==> config.mk <==
export PLATFORM = sky130hd
export DESIGN_NAME = pipe_hazard_ctrl
export DESIGN_NICKNAME = d
export VERILOG_FILES = /design/src/rtl/pipe_hazard_ctrl.sv
export SDC_FILE = /design/constraint.sdc
export NUM_CORES = 1
export LEC_CHECK = 0
export CORE_UTILIZATION = 51
export CTS_CLUSTER_SIZE = 30
export DETAILED_ROUTE_END_ITERATION = 6
export HOLD_SLACK_MARGIN = 0.02
export PLACE_DENSITY = 0.86
export SLEW_MARGIN = 25
export SYNTH_ARGS = -nofsm -noshare
export SYNTH_HDL_FRONTEND = slang
export SYNTH_SLANG_ARGS = --single-unit
export TNS_END_PERCENT = 10
==> constraint.sdc <==
create_clock -name clk -period 7.3 [get_ports clk]
set_input_delay 2.19 -clock clk [delete_from_list [all_inputs] [get_ports clk]]
set_output_delay 2.19 -clock clk [all_outputs]
set_load 0.01 [all_outputs]
==> src/rtl/pipe_hazard_ctrl.sv <==
// Y86-64 pipeline control: stall/bubble generation, condition codes,
// RUN/DRAIN/HALT exception sequencing and performance counters.
module pipe_hazard_ctrl #(
   parameter int         CNT_W = 32,
   parameter logic [3:0] RNONE = 4'hF
) (
   input  logic             clk,
   input  logic             reset,
   input  logic [3:0]       D_icode,
   input  logic [3:0]       d_srcA,
   input  logic [3:0]       d_srcB,
   input  logic [3:0]       E_icode,
   input  logic [3:0]       E_dstM,
   input  logic             e_cnd,
   input  logic [3:0]       M_icode,
   input  logic [2:0]       m_stat,
   input  logic [2:0]       W_stat,
   input  logic [2:0]       alu_cf,
   output logic             F_stall,
   output logic             D_stall,
   output logic             D_bubble,
   output logic             E_bubble,
   output logic             M_bubble,
   output logic             W_stall,
   output logic [2:0]       cc,
   output logic             halted,
   output logic [2:0]       halt_stat,
   output logic [CNT_W-1:0] cycle_cnt,
   output logic [CNT_W-1:0] retire_cnt
);

   localparam logic [2:0] SAOK = 3'd1;
   localparam logic [2:0] SHLT = 3'd2;
   localparam logic [2:0] SADR = 3'd3;
   localparam logic [2:0] SINS = 3'd4;

   localparam logic [3:0] I_MRMOV = 4'h5;
   localparam logic [3:0] I_OPQ   = 4'h6;
   localparam logic [3:0] I_JXX   = 4'h7;
   localparam logic [3:0] I_RET   = 4'h9;
   localparam logic [3:0] I_POPQ  = 4'hB;

   typedef enum logic [1:0] {
      RUN,
      DRAIN,
      HALT
   } state_t;

   state_t state;

   function automatic logic is_exc(input logic [2:0] s);
      return (s == SHLT) || (s == SADR) || (s == SINS);
   endfunction

   logic lu;
   logic mis;
   logic rt;
   logic exc_m;
   logic exc_w;
   logic set_cc;

   always_comb begin
      exc_m  = is_exc(m_stat);
      exc_w  = is_exc(W_stat);
      lu     = ((E_icode == I_MRMOV) || (E_icode == I_POPQ)) &&
               (E_dstM != RNONE) &&
               ((E_dstM == d_srcA) || (E_dstM == d_srcB));
      mis    = (E_icode == I_JXX) && !e_cnd;
      rt     = (D_icode == I_RET) || (E_icode == I_RET) ||
               (M_icode == I_RET);
      set_cc = (E_icode == I_OPQ) && !exc_m && !exc_w &&
               (state != HALT);
   end

   // Reset overrides everything so the pipe flushes to nops.
   always_comb begin
      F_stall  = 1'b0;
      D_stall  = 1'b0;
      D_bubble = 1'b1;
      E_bubble = 1'b1;
      M_bubble = 1'b1;
      W_stall  = 1'b0;
      if (reset) begin
         F_stall  = 1'b0;
      end else if (state == HALT) begin
         F_stall  = 1'b1;
         D_stall  = 1'b1;
         D_bubble = 1'b0;
         W_stall  = 1'b1;
      end else begin
         F_stall  = lu | rt;
         D_stall  = lu;
         D_bubble = mis | (rt & !lu);
         E_bubble = mis | lu;
         M_bubble = exc_m | exc_w;
         W_stall  = exc_w;
      end
   end

   always_ff @(posedge clk) begin
      if (reset) begin
         state      <= RUN;
         cc         <= 3'b100;
         halt_stat  <= 3'd0;
         cycle_cnt  <= '0;
         retire_cnt <= '0;
      end else begin
         if (state != HALT) begin
            cycle_cnt <= cycle_cnt + CNT_W'(1);
            if (W_stat == SAOK)
               retire_cnt <= retire_cnt + CNT_W'(1);
         end
         if (set_cc)
            cc <= alu_cf;
         unique case (state)
            RUN: begin
               if (exc_w) begin
                  state     <= HALT;
                  halt_stat <= W_stat;
               end else if (exc_m) begin
                  state <= DRAIN;
               end
            end
            DRAIN: begin
               if (exc_w) begin
                  state     <= HALT;
                  halt_stat <= W_stat;
               end
            end
            HALT: state <= HALT;
            default: state <= RUN;
         endcase
      end
   end

   assign halted = (state == HALT);

endmodule

Word level (Yosys, flattened, before mapping)
Cells that the tools add are included.
Word-level totals
  flip-flop bits (word level): 72
  input port bits: 36
  output and inout port bits: 77
  word-level logic and storage cells: 73
Cells by class
  add/subtract/negate cells: 2
  equality and inequality tests: 22
  muxes and demuxes: 16
  bitwise logic cells: 5
  reduce and logical (&&, ||, !) cells: 23
Operators with widths (number)
  adder 32 x 1 -> 32 bit (second input constant): 2
  == test 4 bit (second input constant): 4
  == test 3 x 2 -> 1 bit (second input constant): 4
  == test 4 x 3 -> 1 bit (second input constant): 3
  two-way mux 1 bit: 12
  == test 4 bit: 2
  logical OR 1 bit: 8
  == test 3 bit (second input constant): 2
  logical AND 1 bit: 6
  two-way mux 2 bit: 3
  one-hot mux 2 bit (3 select lines): 1
  AND reduction 2 bit: 3
  zero test 1 bit: 4
  != test 2 bit (second input constant): 2
  != test 4 bit (second input constant): 1
  OR 1 bit: 4
  == test 3 x 1 -> 1 bit (second input constant): 1
  != test 3 bit (second input constant): 1
  == test 2 x 1 -> 1 bit (second input constant): 1
  == test 2 bit (second input constant): 1
  zero test 2 bit: 1
  OR reduction 2 bit: 1
  bitwise AND 1 bit: 1

Depth between registers and ports, before layout
Gate-level depths: netlist of run 1.
  word-level depth: 9
  gate-level depth with buffers: 9
  mapped depth without buffers: 6

Worst setup path after synthesis of run 1
No wires, ideal clock.
  path kind: in2out
  start point: in E_dstM[3]
  end point: out D_bubble
  arrival: 3.181 ns
  required time: 5.110 ns
  slack: 1.929 ns
  stages: 4
  path buffers: 0
  path through: xor2_1 > nor4_1 > o2111ai_1 > a221o_1
Between the ends
  cells in the longest elaborated chain, start to end: 8
  elaborated cells between the ends (all ways): 11
  those cells by class: 3 x eq/ne; 2 x mux; 2 x bitwise; 4 x reduce/logical
Ends and longest elaborated chain
  start, declared: RTL line 13  | input logic [3:0] E_dstM,
  != test 4 bit / == test 4 bit (equally long branches): RTL line 66, 67
  logical AND 1 bit / logical OR 1 bit (equally long branches): RTL line 65, 67
  logical AND 1 bit (*): RTL line 66  | (E_dstM != RNONE) &&
  zero test 1 bit (*): RTL line 93  | D_bubble = mis | (rt & !lu);
  bitwise AND 1 bit (*): RTL line 93
  OR 1 bit (*): RTL line 93
  two-way mux 1 bit (*): RTL line 85  | end else if (state == HALT) begin
  two-way mux 1 bit (*): RTL line 83  | if (reset) begin
  end, declared: RTL line 21  | output logic D_bubble,
Mark *: on every way between the ends. The rest lies on a longest branch, timed or not.

Worst setup path after layout of run 1
Ends and elaborated chain as after synthesis.

==> results of run 1 <==
per-stage QoR:
step	hold slack, ns	cell area, um2	utilization, %	setup WS [ns]	total power [mW]
2_1_floorplan	0.4930	3769	-	1.929	0.4759
3_3_place_gp	0.4612	4900	70.18	0.9114	0.5303
3_5_place_dp	0.4656	4900	70.18	0.8232	0.5356
4_1_cts	0.4830	5086	72.85	0.8162	0.8380
5_1_grt	0.5119	5086	72.85	0.7330	0.8674
6_report	0.4786	5086	72.85	0.8034	0.8323
Yosys cell counts (2+ instances only):
cell,count,area share (%)
sky130_fd_sc_hd__xor2_1,18,4.2
sky130_fd_sc_hd__or3_1,17,2.8
sky130_fd_sc_hd__nand2_1,23,2.3
sky130_fd_sc_hd__nor2_1,50,5.0
sky130_fd_sc_hd__ha_1,6,2.0
sky130_fd_sc_hd__buf_2,2,0.27
sky130_fd_sc_hd__nand2b_1,6,1.0
sky130_fd_sc_hd__o31ai_1,12,2.4
sky130_fd_sc_hd__xnor2_1,11,2.6
sky130_fd_sc_hd__o21ai_0,17,2.3
sky130_fd_sc_hd__mux2_2,13,3.9
sky130_fd_sc_hd__and3_1,3,0.50
sky130_fd_sc_hd__mux2i_1,6,1.6
sky130_fd_sc_hd__nor2b_1,12,2.0
sky130_fd_sc_hd__and4_1,8,1.9
sky130_fd_sc_hd__a31oi_1,2,0.33
sky130_fd_sc_hd__nor4_1,11,1.8
sky130_fd_sc_hd__dfxtp_1,72,38
sky130_fd_sc_hd__buf_6,2,0.60
sky130_fd_sc_hd__clkbuf_1,16,1.6
sky130_fd_sc_hd__nor3_1,14,1.9
sky130_fd_sc_hd__and2_1,2,0.33
sky130_fd_sc_hd__nand4_1,23,3.8
sky130_fd_sc_hd__nor4bb_1,3,0.80
sky130_fd_sc_hd__inv_1,13,1.3
sky130_fd_sc_hd__or4_1,17,3.4
sky130_fd_sc_hd__or2_2,2,0.33
sky130_fd_sc_hd__or3b_2,2,0.46
sky130_fd_sc_hd__nand3_1,16,2.1
sky130_fd_sc_hd__nand3b_1,3,0.60
sky130_fd_sc_hd__buf_1,4,0.40
sky130_fd_sc_hd__a21oi_1,32,4.2
path summary, 6_finish.rpt:
kind | slack, ns | to
max | 0.80 | D_bubble
min | 0.48 | cc[0]
max reg2reg | 4.08 | retire_cnt[28]
min reg2reg | 0.48 | cc[0]
power groups by stage:
| stage | Combinational [mW] | Clock [mW] | Sequential (mW) |
|---|---|---|---|
| CTS | 0.115 | 0.311 | 0.412 |
| finish | 0.115 | 0.305 | 0.412 |
| global route | 0.125 | 0.329 | 0.413 |
| detailed placement | 0.115 | 0 | 0.421 |
| global placement | 0.110 | 0 | 0.420 |
| floorplan | 0.0540 | 0 | 0.422 |
per-layer routing:
layer  global-route usage (%)  up-vias
li1                         -     1840
met1                    30.42     1799
met2                    45.74      117
met3                    9.519        8
met4                    6.706        0
met5                        0        -
sequential cells by signal, summed over array words and instances (netlist names):
name / cells
retire_cnt: 32
cycle_cnt: 32
cc: 3
state: 2
halt_stat: 3
worst max-delay path, cell delays in order:
cell	delay, ns
sky130_fd_sc_hd__clkdlybuf4s50_1	0.49
sky130_fd_sc_hd__xor2_1	0.20
sky130_fd_sc_hd__nor4_1	0.31
sky130_fd_sc_hd__o2111ai_1	0.26
sky130_fd_sc_hd__a221o_1	0.37
sky130_fd_sc_hd__clkdlybuf4s50_1	0.48
final cells by class:
| class | instances | area share (%) |
|---|---|---|
| Sequential cell | 72 | 28.34 |
| Clock buffer | 11 | 2.780 |
| Clock inverter | 4 | 0.8856 |
| Timing Repair Buffer | 113 | 22.09 |
| Tap cell | 96 | 2.362 |
| Inverter | 13 | 0.9594 |
| Multi-Input combinational cell | 342 | 42.58 |
cell families after synthesis:
logic type      count (synthesis)  synth area share [%]
simple gates                  220                 32.90
fa+ha+maj                       6                 1.992
flops                          72                 38.25
xor+xnor                       29                 6.740
buf+inv                        38                 4.283
compound gates                 68                 10.36
mux                            19                 5.478
==> summary by stage, run 1 <==
STA
The total setup violations reported at the end of the flow is 0. The final number of max-transition violations was 0. The final-report hold violation count came to 0.

Timing would allow up to between 0.15 and 0.2 GHz. After layout, the worst path uses roughly nine tenths of the clock period. The clock period could shrink to ~6.5 ns. For the pin with the worst max-slew slack, the measured transition is ~0.81 ns.

The setup TNS is 0 ns. On the final layout, the worst clock skew is around 0.014 ns. In this run the tightest slew margin relative to its limit is between 40 and 50%. Setup repair after global routing left no endpoint under its margin.

Cells and area
The number of nets at the end of the flow is around 590. The share of layout cells above drive strength 1 is a little over 6%. Summing all multi-input logic gate instances after layout gives 2166 um2. The library cell used most frequently in the layout, excluding fill and tap cells, is sky130_fd_sc_hd__clkdlybuf4s50_1.

For this run, the number of standard cells in the final layout without fillers is 651. The number of inserted diodes is 0. Across the whole layout, storage elements account for around 1400 um2.

The area added between synthesis and finish is 34.96%. The library cells used most frequently in the layout, excluding fill and tap cells, are sky130_fd_sc_hd__clkdlybuf4s50_1, sky130_fd_sc_hd__dfxtp_1, sky130_fd_sc_hd__nor2_1. The number of fill cells in the layout is approximately 560.

Pwr
The share of total power dissipated in the clock network is 36.7%. The worst-case IR drop observed on VDD is 122.6 uV. Of the total power, the share spent switching nets is between 20% and 30%.

For this design the static power due to leakage is about 1.7 nW. Cell internal power was estimated by the tool at ~630 uW. The power density of the placed cells is between 150 and 200 nW/um2. The sequential fraction of design power is between 40 and 50%. Summed over all nets, the switching power comes to about 210 uW. The combinational share of power is approximately 14%.

Setup path
The type of destination of the critical path is a primary output. The worst setup path category is in -> out. The maximum net fanout on the critical path is 4. The startpoint identified for the worst register-to-register timing path is state[0]. The critical path starts at E_dstM[3]. Data on the critical path is required at its endpoint by between 5 and 6 ns.

The worst setup path is launched from a primary input. Data on the critical path arrives at its endpoint at 4.31 ns. The cell depth of the worst flop-to-flop path is 6.

Synth
The cell area that synthesis handed to floorplanning was about 3800 um2. The synthesized netlist contains 46 unique library cells. The post-synthesis area per instance is 8.338 um2. The share of synthesized registers carrying an async set or reset is 0%. The instance count of the mapped netlist is around 450.

The top flip-flop cell by instance count after synthesis is sky130_fd_sc_hd__dfxtp_1. In this run, synthesis inferred 0 flip-flops with an integrated enable. The Yosys step of the flow raised 0 warnings.

Counting flops and latches in the post-synthesis netlist gives 72. The sequential area share after synthesis is a little under two fifths. When the netlist entered floorplanning its net count stood at between 400 and 500.

Global routing
The first global-routing pass estimated around 16000 um of wire. The total overflow left after global routing is 0. Entering global routing, the biggest net connects 75 pins.

The total global routing track utilization is 26.23%. The initial antenna violation count is 0. The via count of the first global-routing pass is between 3000 and 4000.

Floorplanning
The number of standard-cell rows in the floorplan is 30. The die footprint is between 7000 and 8000 um2. The initial utilization of the core area, before any placement, comes to ~54%. The top-level I/O count is ~110.

The floorplan step set the die width to 87.96 um. The die outline height is 87.96 um. The standard cell core area is around 7000 um2.

Routing
Once detail routing completed, the nets flagged for antenna violations numbered 0. The top layer used by detailed routing is met4. The average via count per standard cell is 5.782. After detailed routing, the total wire length is 9815 um. The routed wirelength normalized by instance count is about 15 um. For this run, design rule violations remaining after detail routing come to 0. The routed design uses approximately 640 um of met3 wire.

The pre-antenna-repair detailed-routing pass consisted of 4 iterations. The routed via count is 3764. The amount of wire on met2 after detailed routing is between 5000 and 6000 um. For this block, the initial DRC count from the detailed router was between 200 and 250. In the final routing, the length of wire on met1 measures 3996 um.

Clock tree
The CTS tree is done. The cell at the root of the clock tree is sky130_fd_sc_hd__clkbuf_8. In this run the number of H-tree levels came out at 3. The clock latency at the later pin of the worst-skew pair is ~0.35 ns. The clock passes through at most 2 buffers. Clock-pin slew was measured on the worst setup and hold paths at ~0.08 ns. The number of cells upsized or downsized after cts is 0. The number of hold-repair buffers added at the cts stage is 0. The total clock sinks is 72. The number of buffers inserted by post-CTS setup repair is 0. Clock tree synthesis inserted a total of 9 buffers.

Flow run
The max-capacitance violation count is 0.

Placed design
In this run the tool buffered the top-level ports with between 100 and 150 buffer cells. Detailed placement ended at an HPWL of between 7000 and 8000 um. The number of placed instances with taps included is around 640. The final weighted congestion of routability-driven global placement is approximately 0.85.

Min path
Along the worst hold path, the cell count comes to 2. The tightest min-delay check is of the reg -> reg type. The worst hold path begins at cc[0].

Status
The run finished with clean final reports.
Power figures use the tool's default switching activity.
==> inputs of run 2 (changes only) <==
CORE_UTILIZATION = 43   (was 51)
PLACE_DENSITY = 0.77   (was 0.86)
clock period = 5.83 ns   (was 7.3 ns; I/O delays follow)
==> summary by stage, run 2 (synthesis results as in run 1) <==
Clock tree
The tree is rooted in a sky130_fd_sc_hd__clkbuf_8. The clock-pin slew reported for the worst setup and hold paths after clock tree synthesis is 0.09 ns. TritonCTS built the clock tree. The number of levels the H-tree was split into is 3. In this run the post-CTS setup repair buffer count came out at 0. In this run, post-CTS hold repair placed 0 buffers. The clock reaches the later pin of the worst-skew pair after about 0.35 ns. Counting the buffers created by CTS gives 9. The number of cells upsized or downsized after cts is 0.

The total clock sinks is around 70. The clock passes through at most 2 buffers.

STA
The highest clock rate is 0.1793 GHz. The actual transition at the worst max-transition pin is 0.7522 ns. The part of the cycle the worst path needs is a little over nine tenths. Setup repair after global routing left no endpoint under its margin. The final-report hold violation count is 0. The final clock skew is about 0.014 ns. The least setup slack across all paths after layout is about 0.25 ns.

The total setup violations reported at the end of the flow is 0. The relative slew slack is approximately 50%. Adding up every negative setup slack in the final design gives 0 ns. The final number of max-transition violations is 0. The time the worst path needs with I/O delays and setup is roughly 5.6 ns.

Routing
The number of DRC violations after detailed routing is 0. The detailed router finished its first iteration with 152 violations. The final layout contains routed wiring with a total length of 9535 um. The average via count per standard cell is about 5.7. The number of iterations in the first detailed-routing pass is 4. The detailed router placed between 3000 and 4000 vias in this run. In this run the remaining antenna-violating nets after routing total 0. Dividing the detail-routed wire length by the instance count gives between 10 and 15 um.

Floorplanning
In this run the vertical extent of the chip is 95.62 um. The total area inside the core boundary comes to approximately 8300 um2. The width of the die is around 96 um. The top-level I/O count is 113. After floorplanning, the core was divided into 33 placement rows. The effective utilization at floorplan is ~45%. The floorplan step defined a die boundary enclosing ~9100 um2.

Placed design
The final weighted congestion of routability-driven global placement is about 0.8. The total placed instance area is slightly below 5000 um2. The count of buffers from port buffering is 112.

The setup slack at placement is ~0.28 ns. Detailed placement ended at an HPWL of approximately 7000 um.

Pwr
The combinational share of power is 13.0%. The power density of the placed cells is ~220 nW/um2. The analysis attributes to net switching a power of approximately 290 uW. The design draws roughly 1.1 mW.

Net switching is between 20% and 30% of the power. The internal portion of the total power is 823.3 uW. Per report_power, the clock group accounts for 40.6% of the total. The sequential fraction of design power is between 40% and 50%. The static leakage is approximately 1.7 nW. The worst-case IR drop observed on VDD is approximately 130 uV.

Cells and area
The most frequent standard cell in the layout excluding fill and tap cells is sky130_fd_sc_hd__clkdlybuf4s50_1. After the last flow step, the layout net total stands at just under 600. In the final layout, the registers with the most flip-flops are cycle_cnt (32), retire_cnt (32). The final design utilization is 61.67%. The share of layout cells above drive strength 1 is 6.643%.

The area added between synthesis and finish is 36.49%. The number of fill cells in the layout is ~710. In the layout the commonest cells are sky130_fd_sc_hd__clkdlybuf4s50_1, sky130_fd_sc_hd__dfxtp_1, sky130_fd_sc_hd__nor2_1. The post-layout instance area is approximately 5100 um2. The number of inserted diodes is 0.

Setup path
For this design, the slowest cell found on the critical path is sky130_fd_sc_hd__clkdlybuf4s50_1. The stage delay of the slowest cell on the critical path is about 0.48 ns. The setup path with the least slack is of type in -> out. STA classifies the critical path startpoint as a primary input. The critical path goes through clkdlybuf4s50_1 > xor2_1 > nor4_1 > o2111ai_1 > a221o_1 > clkdlybuf4s50_1. The worst setup path is captured at a primary output.

The arrival time at the worst endpoint is 3.83 ns. The maximum net fanout on the critical path is 4. The critical path's most frequent cell is sky130_fd_sc_hd__clkdlybuf4s50_1. The critical path data required time is about 4 ns.

Min path
The path category of the worst min-delay check is reg -> reg.

Global routing
The residual overflow from global routing is 0. The via count of the first global-routing pass came to 3360. The first global-routing pass estimated about 15000 um of wire.

The total global routing track utilization is between 20 and 25%. The largest net degree at the start of global routing is 54. The initial antenna violation count is 0.

Flow run
The tool flagged a number of max-cap violations equal to 0.

Status
The flow ran to the end, and the final reports show no timing, DRC or antenna violations.
## run 2: layout make-up
| type | instances | area (um2) | share of cell area, % |
|---|---|---|---|
| sequential | 72 | 1441 | 28.02 |
| clock inverter | 7 | 101.3 | 1.970 |
| inverter | 13 | 48.80 | 0.9487 |
| timing repair buffer | 114 | 1131 | 21.99 |
| multi-input combinational | 342 | 2166 | 42.11 |
| clock buffer | 9 | 123.9 | 2.408 |
| tap | 105 | 131.4 | 2.554 |
## run 2: metrics by stage
stage	cells	hold slack (ns)
floorplan	452	0.4930
global placement	646	0.4613
detailed placement	646	0.4736
CTS	662	0.4929
global route	662	0.5168
finish	662	0.4891
## run 2: worst paths after layout
kind	endpoint	startpoint	slack, ns	cells past startpoint
max reg2reg	retire_cnt[28]	state[0]	2.64	6
min	cc[1]	cc[1]	0.49	2
max	D_bubble	E_dstM[3]	0.25	6
min reg2reg	cc[1]	cc[1]	0.49	2
## run 2: metal layers
layer  vias to the layer above  share of wire, %  track usage, %
met5                         -                 0               0
met4                         0               2.1           8.582
met3                        21               6.6           5.821
met2                       116                48           35.12
met1                      1778                44           26.58
li1                       1845                 -               -
## run 2: power by group through the flow
stage                     registers (mW)  logic, mW  clock network (mW)
after global placement             0.526      0.140                   0
after detailed placement           0.527      0.145                   0
after CTS                          0.515      0.145               0.462
after floorplan                    0.528     0.0676                   0
after global routing               0.517      0.158               0.478
final                              0.515      0.144               0.451
## run 2: critical path, delay by kind of cell
kind	cells	cell delay, ns
buffers and inverters	2	0.96
AOI/OAI and AO/OA	2	0.61
and+or+nand+nor	1	0.32
xor gates and xnor gates	1	0.19
==> inputs of run 3 (changes only) <==
MAX_ROUTING_LAYER = met4   (was not set)
==> summary by stage, run 3 (synthesis results as in run 1) <==
STA
The setup TNS is 0 ns. Setup repair after global routing left no endpoint under its margin. Setup violations remaining at the end of the flow were counted as 0. The part of the cycle the worst path needs is 95.68%.

The worst pin sits at a relative slew slack of between 40% and 50%. The tightest hold margin is roughly 0.49 ns. The final number of max-transition violations was 0.

The actual transition at the worst max-transition pin is about 0.74 ns. The time the worst path needs with I/O delays and setup is ~5.6 ns. The highest clock rate is 0.1793 GHz. The final clock skew is around 0.012 ns.

The final-report hold violation count is 0.

Clock tree
Hold repair after CTS inserted 0 buffers. The maximum number of buffers from clock root to sink is 2. The number of cells upsized or downsized after cts is 0. TritonCTS built the clock tree. In this run, CTS created clock tree buffers numbering 9. The H-tree was split into 3 levels. The clock-pin slew reported for the worst setup and hold paths after clock tree synthesis is ~0.09 ns. The number of buffers inserted by post-CTS setup repair is 0. The total clock sinks is 72.

The clock latency at the later pin of the worst-skew pair is around 0.35 ns. The cell at the root of the clock tree is sky130_fd_sc_hd__clkbuf_8.

Pwr
The static leakage is between 1.5 and 2 nW. Across the VDD grid, the largest voltage drop is between 100 and 150 uV. Power comes to 1.110 mW.

The power density of the placed cells is approximately 220 nW/um2.

Placed design
Routability-driven placement finished with a final weighted congestion of just over 0.8. Summing all placed instances gives a cell area of approximately 5000 um2. The half-perimeter wire length after detailed placement is about 6900 um. Port buffering added between 100 and 150 buffers.

Setup path
The type of destination of the critical path is a primary output. The category of the worst setup path launch point is a primary input. The arrival time at the worst endpoint is approximately 3.8 ns. At the worst endpoint, the required time is just over 4 ns. Counting cells, the worst reg-to-reg path comes to 6. The worst setup path category is in -> out.

The maximum net fanout on the critical path is 4.

Floorplanning
The top-level I/O count is about 110. The width of the die is 95.62 um. The die outline height is 95.62 um.

The die footprint is between 9000 and 10000 um2. The initial utilization of the core area, before any placement, comes to a little under half. The floorplan has 33 rows. The standard cell core area is approximately 8300 um2.

Cells and area
The most frequent standard cell in the layout excluding fill and tap cells is sky130_fd_sc_hd__clkdlybuf4s50_1. After the last flow step, the layout net total stands at a little under 600. The largest registers in the layout are cycle_cnt (32), retire_cnt (32).

The post-layout instance area is approximately 5100 um2. The share of layout cells above drive strength 1 is around 6.6%. The number of fill cells in the layout is between 700 and 800.

Leaving out fill and tap cells, the most frequent cells in the layout are sky130_fd_sc_hd__clkdlybuf4s50_1, sky130_fd_sc_hd__dfxtp_1, sky130_fd_sc_hd__nor2_1. The number of inserted diodes is 0. Relative to the synthesized area, the layout overhead comes to 36.49%.

Global routing
The total global routing track utilization is between 20% and 30%. Entering global routing, the biggest net connects 54 pins. The via count of the first global-routing pass is around 3400. The initial antenna violation count is 0. After global routing the overflow that remains totals 0. The global-route wire length before repair is 15470 um.

Routing
Wires add up to approximately 9600 um. The routed wirelength normalized by instance count is roughly 15 um. The routed via count is between 3000 and 4000.

The remaining number of nets flagged by the antenna check after routing is 0. The initial detailed-routing violation count is about 130. The pre-antenna-repair detailed-routing pass consisted of 4 iterations. The number of DRC violations after detailed routing is 0.

The average via count per standard cell is between 5 and 6.

Min path
The path category of the worst min-delay check is reg -> reg. The number of stages on the worst hold path is 2.

Status
The flow ran to the end, and the final reports show no timing, DRC or antenna violations.

Flow run
Across the run, the number of max-cap violations was 0.
run 3: cell counts in the layout (fill, tap and decap cells not counted):
No cell type changed its count.
run 3: where the power goes:
| part | internal (mW) | leakage (nW) | switching (mW) | total [mW] |
|---|---|---|---|---|
| clock | 0.245 | 0.107 | 0.206 | 0.451 |
| sequential | 0.503 | 0.581 | 0.0126 | 0.515 |
| combinational | 0.0754 | 0.978 | 0.0687 | 0.144 |
| total | 0.823 | 1.67 | 0.287 | 1.11 |
run 3: final timing paths:
check,endpoint,start,slack [ns]
max,D_bubble,E_dstM[3],0.25
min,cc[1],cc[1],0.49
max reg2reg,retire_cnt[28],state[0],2.65
min reg2reg,cc[1],cc[1],0.49
run 3: critical path: stages:
cell                              delay (ns)
sky130_fd_sc_hd__clkdlybuf4s50_1        0.48
sky130_fd_sc_hd__xor2_1                 0.19
sky130_fd_sc_hd__nor4_1                 0.32
sky130_fd_sc_hd__o2111ai_1              0.23
sky130_fd_sc_hd__a221o_1                0.38
sky130_fd_sc_hd__clkdlybuf4s50_1        0.48
run 3: routing by layer:
metal	vias up	wire, um	track usage (%)
li1	1843	-	-
met1	1764	4314	27.11
met2	111	4586	35.18
met3	21	513	4.864
met4	0	203	8.582
met5	-	0	-
run 3: area by class of cell:
class | instances | area [um2] | share of cell area [%]
Multi-Input combinational cell | 342 | 2166 | 42.11
Sequential cell | 72 | 1441 | 28.02
Timing Repair Buffer | 114 | 1131 | 21.99
Tap cell | 105 | 131.4 | 2.554
Clock buffer | 9 | 123.9 | 2.408
Clock inverter | 7 | 101.3 | 1.970
Inverter | 13 | 48.80 | 0.9487
run 3: through the flow:
stage | setup slack (ns) | instances | utilization, %
finish | 0.2517 | 662 | 61.67
global route | 0.09291 | 662 | 61.67
CTS | 0.2623 | 662 | 61.67
detailed placement | 0.2836 | 646 | 58.97
global placement | 0.3320 | 646 | 58.97
floorplan | 1.341 | 452 | -
